<file path="src/rtl/id_ex_pkg.sv">
// Shared definitions for the ID/EX skid stage.
//   ST_EMPTY / ST_ONE / ST_FULL : occupancy state encoding (2 bits)
//   *_W_DEF                     : default payload widths
// Optional feature macro used by the top: ID_EX_PERF_CNT_EN
package id_ex_pkg;

  localparam int CTRL_W_DEF = 24;
  localparam int DATA_W_DEF = 32;
  localparam int REG_AW_DEF = 5;

  typedef enum logic [1:0] {
    ST_EMPTY = 2'd0,
    ST_ONE   = 2'd1,
    ST_FULL  = 2'd2
  } id_ex_state_e;

endpackage

</file>
<file path="src/rtl/id_ex_entry.sv">
// One payload register slice of the ID/EX stage (used for head and skid).
// Ports:
//   clk    in  clock
//   reset  in  synchronous active-low reset, zeroes the slice
//   clear  in  zero the slice (takes priority over load)
//   load   in  capture d
//   d      in  W-bit payload
//   q      out W-bit held payload
module id_ex_entry #(
  parameter int W = 8
) (
  input  logic         clk,
  input  logic         reset,
  input  logic         clear,
  input  logic         load,
  input  logic [W-1:0] d,
  output logic [W-1:0] q
);

  logic [W-1:0] r_q;

  always_ff @(posedge clk) begin
    if (!reset || clear) begin
      r_q <= '0;
    end else if (load) begin
      r_q <= d;
    end
  end

  assign q = r_q;

endmodule

</file>
<file path="src/rtl/id_ex_skid_stage.sv">
// ID/EX pipeline stage with valid/ready handshake and a 2-entry skid buffer.
// Carries control bundle, PA, PB, PC, RS_Address and destination from ID to EX.
// in_ready depends only on the state register, so there is no combinational
// path from out_ready back to in_ready.
// Ports:
//   clk, reset (sync, active-low), flush
//   in_valid / in_ready, control_signals, PA, PB, PC, RS_Address, destination
//   out_valid / out_ready, *_out head payload (all zero while out_valid=0)
//   stall_cnt, bubble_cnt : saturating perf counters, present only when the
//                           ID_EX_PERF_CNT_EN macro is defined
//
// state    | meaning
// ---------+------------------------------------------
// ST_EMPTY | no entry held, *_out zero
// ST_ONE   | head holds one entry, skid empty
// ST_FULL  | head and skid both hold entries, in_ready=0
module id_ex_skid_stage
  import id_ex_pkg::*;
#(
  parameter int CTRL_W = CTRL_W_DEF,
  parameter int DATA_W = DATA_W_DEF,
  parameter int REG_AW = REG_AW_DEF
`ifdef ID_EX_PERF_CNT_EN
  , parameter int CNT_W = 16
`endif
) (
  input  logic              clk,
  input  logic              reset,
  input  logic              flush,
  input  logic              in_valid,
  output logic              in_ready,
  input  logic [CTRL_W-1:0] control_signals,
  input  logic [DATA_W-1:0] PA,
  input  logic [DATA_W-1:0] PB,
  input  logic [DATA_W-1:0] PC,
  input  logic [DATA_W-1:0] RS_Address,
  input  logic [REG_AW-1:0] destination,
  output logic              out_valid,
  input  logic              out_ready,
  output logic [CTRL_W-1:0] control_signals_out,
  output logic [DATA_W-1:0] PA_out,
  output logic [DATA_W-1:0] PB_out,
  output logic [DATA_W-1:0] PC_out,
  output logic [DATA_W-1:0] RS_Address_out,
  output logic [REG_AW-1:0] destination_out
`ifdef ID_EX_PERF_CNT_EN
  , output logic [CNT_W-1:0] stall_cnt
  , output logic [CNT_W-1:0] bubble_cnt
`endif
);

  localparam int PAY_W = CTRL_W + 4 * DATA_W + REG_AW;

  id_ex_state_e r_state;
  id_ex_state_e w_state_nxt;

  logic             w_accept;
  logic             w_pop;
  logic             w_head_load;
  logic             w_head_clear;
  logic             w_head_from_skid;
  logic             w_skid_load;
  logic             w_skid_clear;
  logic [PAY_W-1:0] w_in_pay;
  logic [PAY_W-1:0] w_head_d;
  logic [PAY_W-1:0] w_head_q;
  logic [PAY_W-1:0] w_skid_q;

  assign in_ready  = (r_state != ST_FULL);
  assign out_valid = (r_state != ST_EMPTY);
  assign w_accept  = in_valid && in_ready;
  assign w_pop     = out_valid && out_ready;

  assign w_in_pay = {control_signals, PA, PB, PC, RS_Address, destination};
  assign w_head_d = w_head_from_skid ? w_skid_q : w_in_pay;

  always_ff @(posedge clk) begin
    if (!reset) begin
      r_state <= ST_EMPTY;
    end else begin
      r_state <= w_state_nxt;
    end
  end

  always_comb begin
    w_state_nxt      = r_state;
    w_head_load      = 1'b0;
    w_head_clear     = 1'b0;
    w_head_from_skid = 1'b0;
    w_skid_load      = 1'b0;
    w_skid_clear     = 1'b0;
    if (flush) begin
      // Any same-cycle accept is dropped; a same-cycle pop is already consumed by EX.
      w_state_nxt  = ST_EMPTY;
      w_head_clear = 1'b1;
      w_skid_clear = 1'b1;
    end else begin
      case (r_state)
        ST_EMPTY: begin
          if (w_accept) begin
            w_state_nxt = ST_ONE;
            w_head_load = 1'b1;
          end
        end
        ST_ONE: begin
          if (w_accept && !w_pop) begin
            w_state_nxt = ST_FULL;
            w_skid_load = 1'b1;
          end else if (w_pop && !w_accept) begin
            // Zero the head so *_out present a NOP bubble while empty.
            w_state_nxt  = ST_EMPTY;
            w_head_clear = 1'b1;
          end else if (w_accept && w_pop) begin
            w_head_load = 1'b1;
          end
        end
        ST_FULL: begin
          if (w_pop) begin
            w_state_nxt      = ST_ONE;
            w_head_load      = 1'b1;
            w_head_from_skid = 1'b1;
            w_skid_clear     = 1'b1;
          end
        end
        default: begin
          w_state_nxt  = ST_EMPTY;
          w_head_clear = 1'b1;
          w_skid_clear = 1'b1;
        end
      endcase
    end
  end

  id_ex_entry #(.W(PAY_W)) u_head (
    .clk   (clk),
    .reset (reset),
    .clear (w_head_clear),
    .load  (w_head_load),
    .d     (w_head_d),
    .q     (w_head_q)
  );

  id_ex_entry #(.W(PAY_W)) u_skid (
    .clk   (clk),
    .reset (reset),
    .clear (w_skid_clear),
    .load  (w_skid_load),
    .d     (w_in_pay),
    .q     (w_skid_q)
  );

  assign {control_signals_out, PA_out, PB_out, PC_out, RS_Address_out, destination_out} = w_head_q;

`ifdef ID_EX_PERF_CNT_EN
  localparam logic [CNT_W-1:0] CNT_ONE = CNT_W'(1);

  logic [CNT_W-1:0] r_stall_cnt;
  logic [CNT_W-1:0] r_bubble_cnt;

  // Cleared by reset only; flush leaves the statistics intact.
  always_ff @(posedge clk) begin
    if (!reset) begin
      r_stall_cnt  <= '0;
      r_bubble_cnt <= '0;
    end else begin
      if (out_valid && !out_ready && (r_stall_cnt != '1)) begin
        r_stall_cnt <= r_stall_cnt + CNT_ONE;
      end
      if (!out_valid && (r_bubble_cnt != '1)) begin
        r_bubble_cnt <= r_bubble_cnt + CNT_ONE;
      end
    end
  end

  assign stall_cnt  = r_stall_cnt;
  assign bubble_cnt = r_bubble_cnt;
`endif

endmodule

</file>
<file path="config.mk">
export PLATFORM = sky130hd
export DESIGN_NAME = id_ex_skid_stage
export DESIGN_NICKNAME = d
export VERILOG_FILES = /design/src/rtl/id_ex_pkg.sv /design/src/rtl/id_ex_entry.sv /design/src/rtl/id_ex_skid_stage.sv
export SDC_FILE = /design/constraint.sdc
export NUM_CORES = 1
export LEC_CHECK = 0
export ABC_AREA = 1
export BUFFER_PORTS_ARGS = -buffer_cell sky130_fd_sc_hd__buf_2
export CAP_MARGIN = 20
export CORE_ASPECT_RATIO = 0.9
export CORE_UTILIZATION = 45
export CTS_BUF_LIST = sky130_fd_sc_hd__clkbuf_8 sky130_fd_sc_hd__clkbuf_16
export DETAILED_ROUTE_END_ITERATION = 8
export PLACE_DENSITY = 0.69
export SLEW_MARGIN = 0
export SYNTH_ARGS = -nofsm -noshare
export SYNTH_HDL_FRONTEND = slang
export SYNTH_SLANG_ARGS = --single-unit
</file>
<file path="constraint.sdc">
create_clock -name clk -period 2.05 [get_ports clk]
set_input_delay 0.615 -clock clk [delete_from_list [all_inputs] [get_ports clk]]
set_output_delay 0.615 -clock clk [all_outputs]
set_load 0.005 [all_outputs]
</file>
==> metrics.txt <==
status complete, no violations; largest family of logic cells by synthesized area simple AND/OR/NAND/NOR gates; Num CTS Buffers 35; Critical Path Start r_state[1]; grt ovf 0; startpoint class of the critical path flip-flop; fin. max-slew vios 0; syn_area_per_cell 6.26 um^2; top cells by count, synth 1106 x nand2_1, 319 x nor2_1, 316 x dfxtp_1; hold path cells 3; Reg-to-Reg Start r_state[1]; fmax 507 MHz; XOR/XNOR Fraction of Synth Area 0; fillcell total 2843; first-pass GRT wire length 60.4 mm; Warnings, synthesis 0; post-DP HPWL 24.5 mm; Die X-Extent 187 um; Final Hold Fails 0; compound-gate portion of the synthesized area 0.0584; Worst-Skew Late Latency 0.50 ns; setup TNS 0 ns; Post-synth EDFFs 0; min-delay worst type input port to flip-flop; Critical Path RT 1.43 ns; Core ar. 30100 um^2; vias in the first global route 12293; register area 6330 um^2; worst-margin pin slew 0.365 ns; Critical Path Sink Type output pin; Routability Congestion 0.801; clock sink count 316; initial antenna violation count 9; RSZ-0062 raised after global routing yes; Port Buffer Count 320; Routed Wire Length 38.2 mm; mux cell area share after synthesis 0; Die Area 31600 um^2; I/O pin total 321; R2R Path End u_head.q[81]; Synth top area share 0.455; Post-CTS Hold Fix Bufs 0; Post-Syn Instances 2219; TritonCTS clock tree yes; Max VDD drop 0.507 mV; largest cells by area after synthesis dfxtp_1 46%, nand2_1 30%, nor2_1 8.6%, a21oi_1 5.7%, inv_1 4.5%; Worst Hold Path EP u_skid.q[126]; Clock Tree Root clkbuf_16; largest net degree at the start of global routing 76; Die H 169 um; vias per inst 4.67; clock-pin slew on the worst setup and hold paths 0.06 ns; Rows 60; Leak 8.86 nW; simple-gate share of the synthesized area 0.389; Longest Clk Path Bufs 3; DRT Pass-1 Iters 7; CTS H-tree depth 2; Unique masters post-synth 18; Hold Path Origin PA[25]; Final setup viols 0; Crit-path slowest cell dfxtp_1; # nets final 2679; Setup CP Type flip-flop to output pin; power density cells 771 nW/um^2; largest area contributor in the netlist dfxtp_1; Final period util 0.962; Synthesized Nets 2384; fraction of layout cells with a size suffix above 1 0.182; DRT iter0 DRCs 941; Max Cap Viol 0; register-to-register setup slack 0.15 ns; multi-input logic area 6330 um^2; mapped cell area 13900 um^2; starting density of the core 0.462; area share of fa/ha/maj cells after synthesis 0.00270; Tot Pwr 13.6 mW; FFs w/ async S/R, synth 0; Crit path max-delay family buffers and inverters; r2r worst-path depth 14; Tot GR Track Use 0.231; sequential-to-total area share from yosys stat 0.455; Post-Route Skew 0.00595 ns; worst-path cell chain buf_4 -> nor2_2 -> inv_1 -> buf_2; DRC 0; Arrival @ worst endpoint 1.36 ns; Synth Flop Type dfxtp_1; critical path fanouts, max 4; CP peak stage delay 0.32 ns; count leader, synth nand2_1; area delta synth->final 27.1%; flip-flop and latch count after synthesis 316; Routed Antenna Nets 0; Slew headroom 0.757; WP buf/inv 3; crit path time final 1.97 ns; routed wire length per instance 13.0 um; total number of vias 13733
==> repair_timing <==
action,CTS,global route
buffers inserted,0,6
gates resized for setup,0,24
endpoints found under the setup margin,0,304
==> routing by layer <==
layer / wire length (um) / up-vias / track usage
li1: - / 7188 / -
met1: 16900 / 6055 / 0.299
met2: 17500 / 404 / 0.377
met3: 2740 / 76 / 0.0522
met4: 1020 / 10 / 0.0845
met5: 65 / - / 0
==> cell type report <==
class	count	share of cell area
Tap cell	403	0.0285
Timing Repair Buffer	394	0.155
Multi-Input combinational cell	1598	0.358
Sequential cell	316	0.358
Antenna cell	4	0.000566
Inverter	169	0.0368
Clock inverter	16	0.00538
Clock buffer	43	0.0571
==> cell usage in the layout (no fill, tap or decap), drive strengths merged <==
| master | synthesis | layout |
|---|---|---|
| nand2 | 1107 | 1107 |
| buf | 108 | 389 |
| nor2 | 321 | 321 |
| dfxtp | 316 | 316 |
| inv | 169 | 179 |
| a21oi | 160 | 160 |
| clkbuf | 28 | 48 |
| nand3 | 6 | 6 |
| diode | 0 | 4 |
| clkinv | 0 | 4 |
| ha | 3 | 3 |
| o211ai | 1 | 1 |
| clkinvlp | 0 | 1 |
| bufinv | 0 | 1 |
==> report_power, final <==
part	switching [mW]	total [mW]	internal (mW)
Sequential	0.0695	6.34	6.27
Combinational	0.722	1.24	0.522
Clock	2.45	6.04	3.58
Total	3.25	13.6	10.4
==> registers in the layout, indices dropped and copies added, names as in the netlist <==
register  cells
r_state       2
u_head.q    157
u_skid.q    157
==> cell families (layout without fill, tap and decap cells) <==
kind of cell,Yosys count,in the layout
buffers and inverters,305,622
AOI/OAI and AO/OA,161,161
DFF,316,316
and+or+nand+nor,1434,1434
other,0,4
adders and majority gates,3,3
==> worst max path at each step <==
stage                          to  slack, ns  cells past startpoint
CTS                     out_valid       0.01                      4
detailed placement  u_head.q[149]      -0.14                     10
global route         u_skid.q[62]      -0.03                     14
global placement    u_head.q[149]      -0.11                     10
floorplan           u_skid.q[126]       0.23                     11
finish                  out_valid       0.08                      4
==> tightest hold or removal path, delay by kind of cell <==
family | cells | cell delay [ns]
buffers and inverters | 1 | 0.10
AOI/OAI and AO/OA | 1 | 0.05
and+or+nand+nor | 1 | 0.05
==> stage by stage <==
stage          instance area [um^2]  utilization  hold WS, ns  setup slack (ns)  instances
2_1_floorplan                 13900            -        0.440             0.231       2219
3_3_place_gp                  16300        0.540        0.446            -0.113       2869
3_5_place_dp                  16300        0.540        0.450            -0.142       2869
4_1_cts                       17400        0.577        0.346            0.0110       2928
5_1_grt                       17700        0.587        0.358           -0.0318       2942
6_report                      17700        0.587        0.369            0.0775       2943
Power figures use the tool's default switching activity.
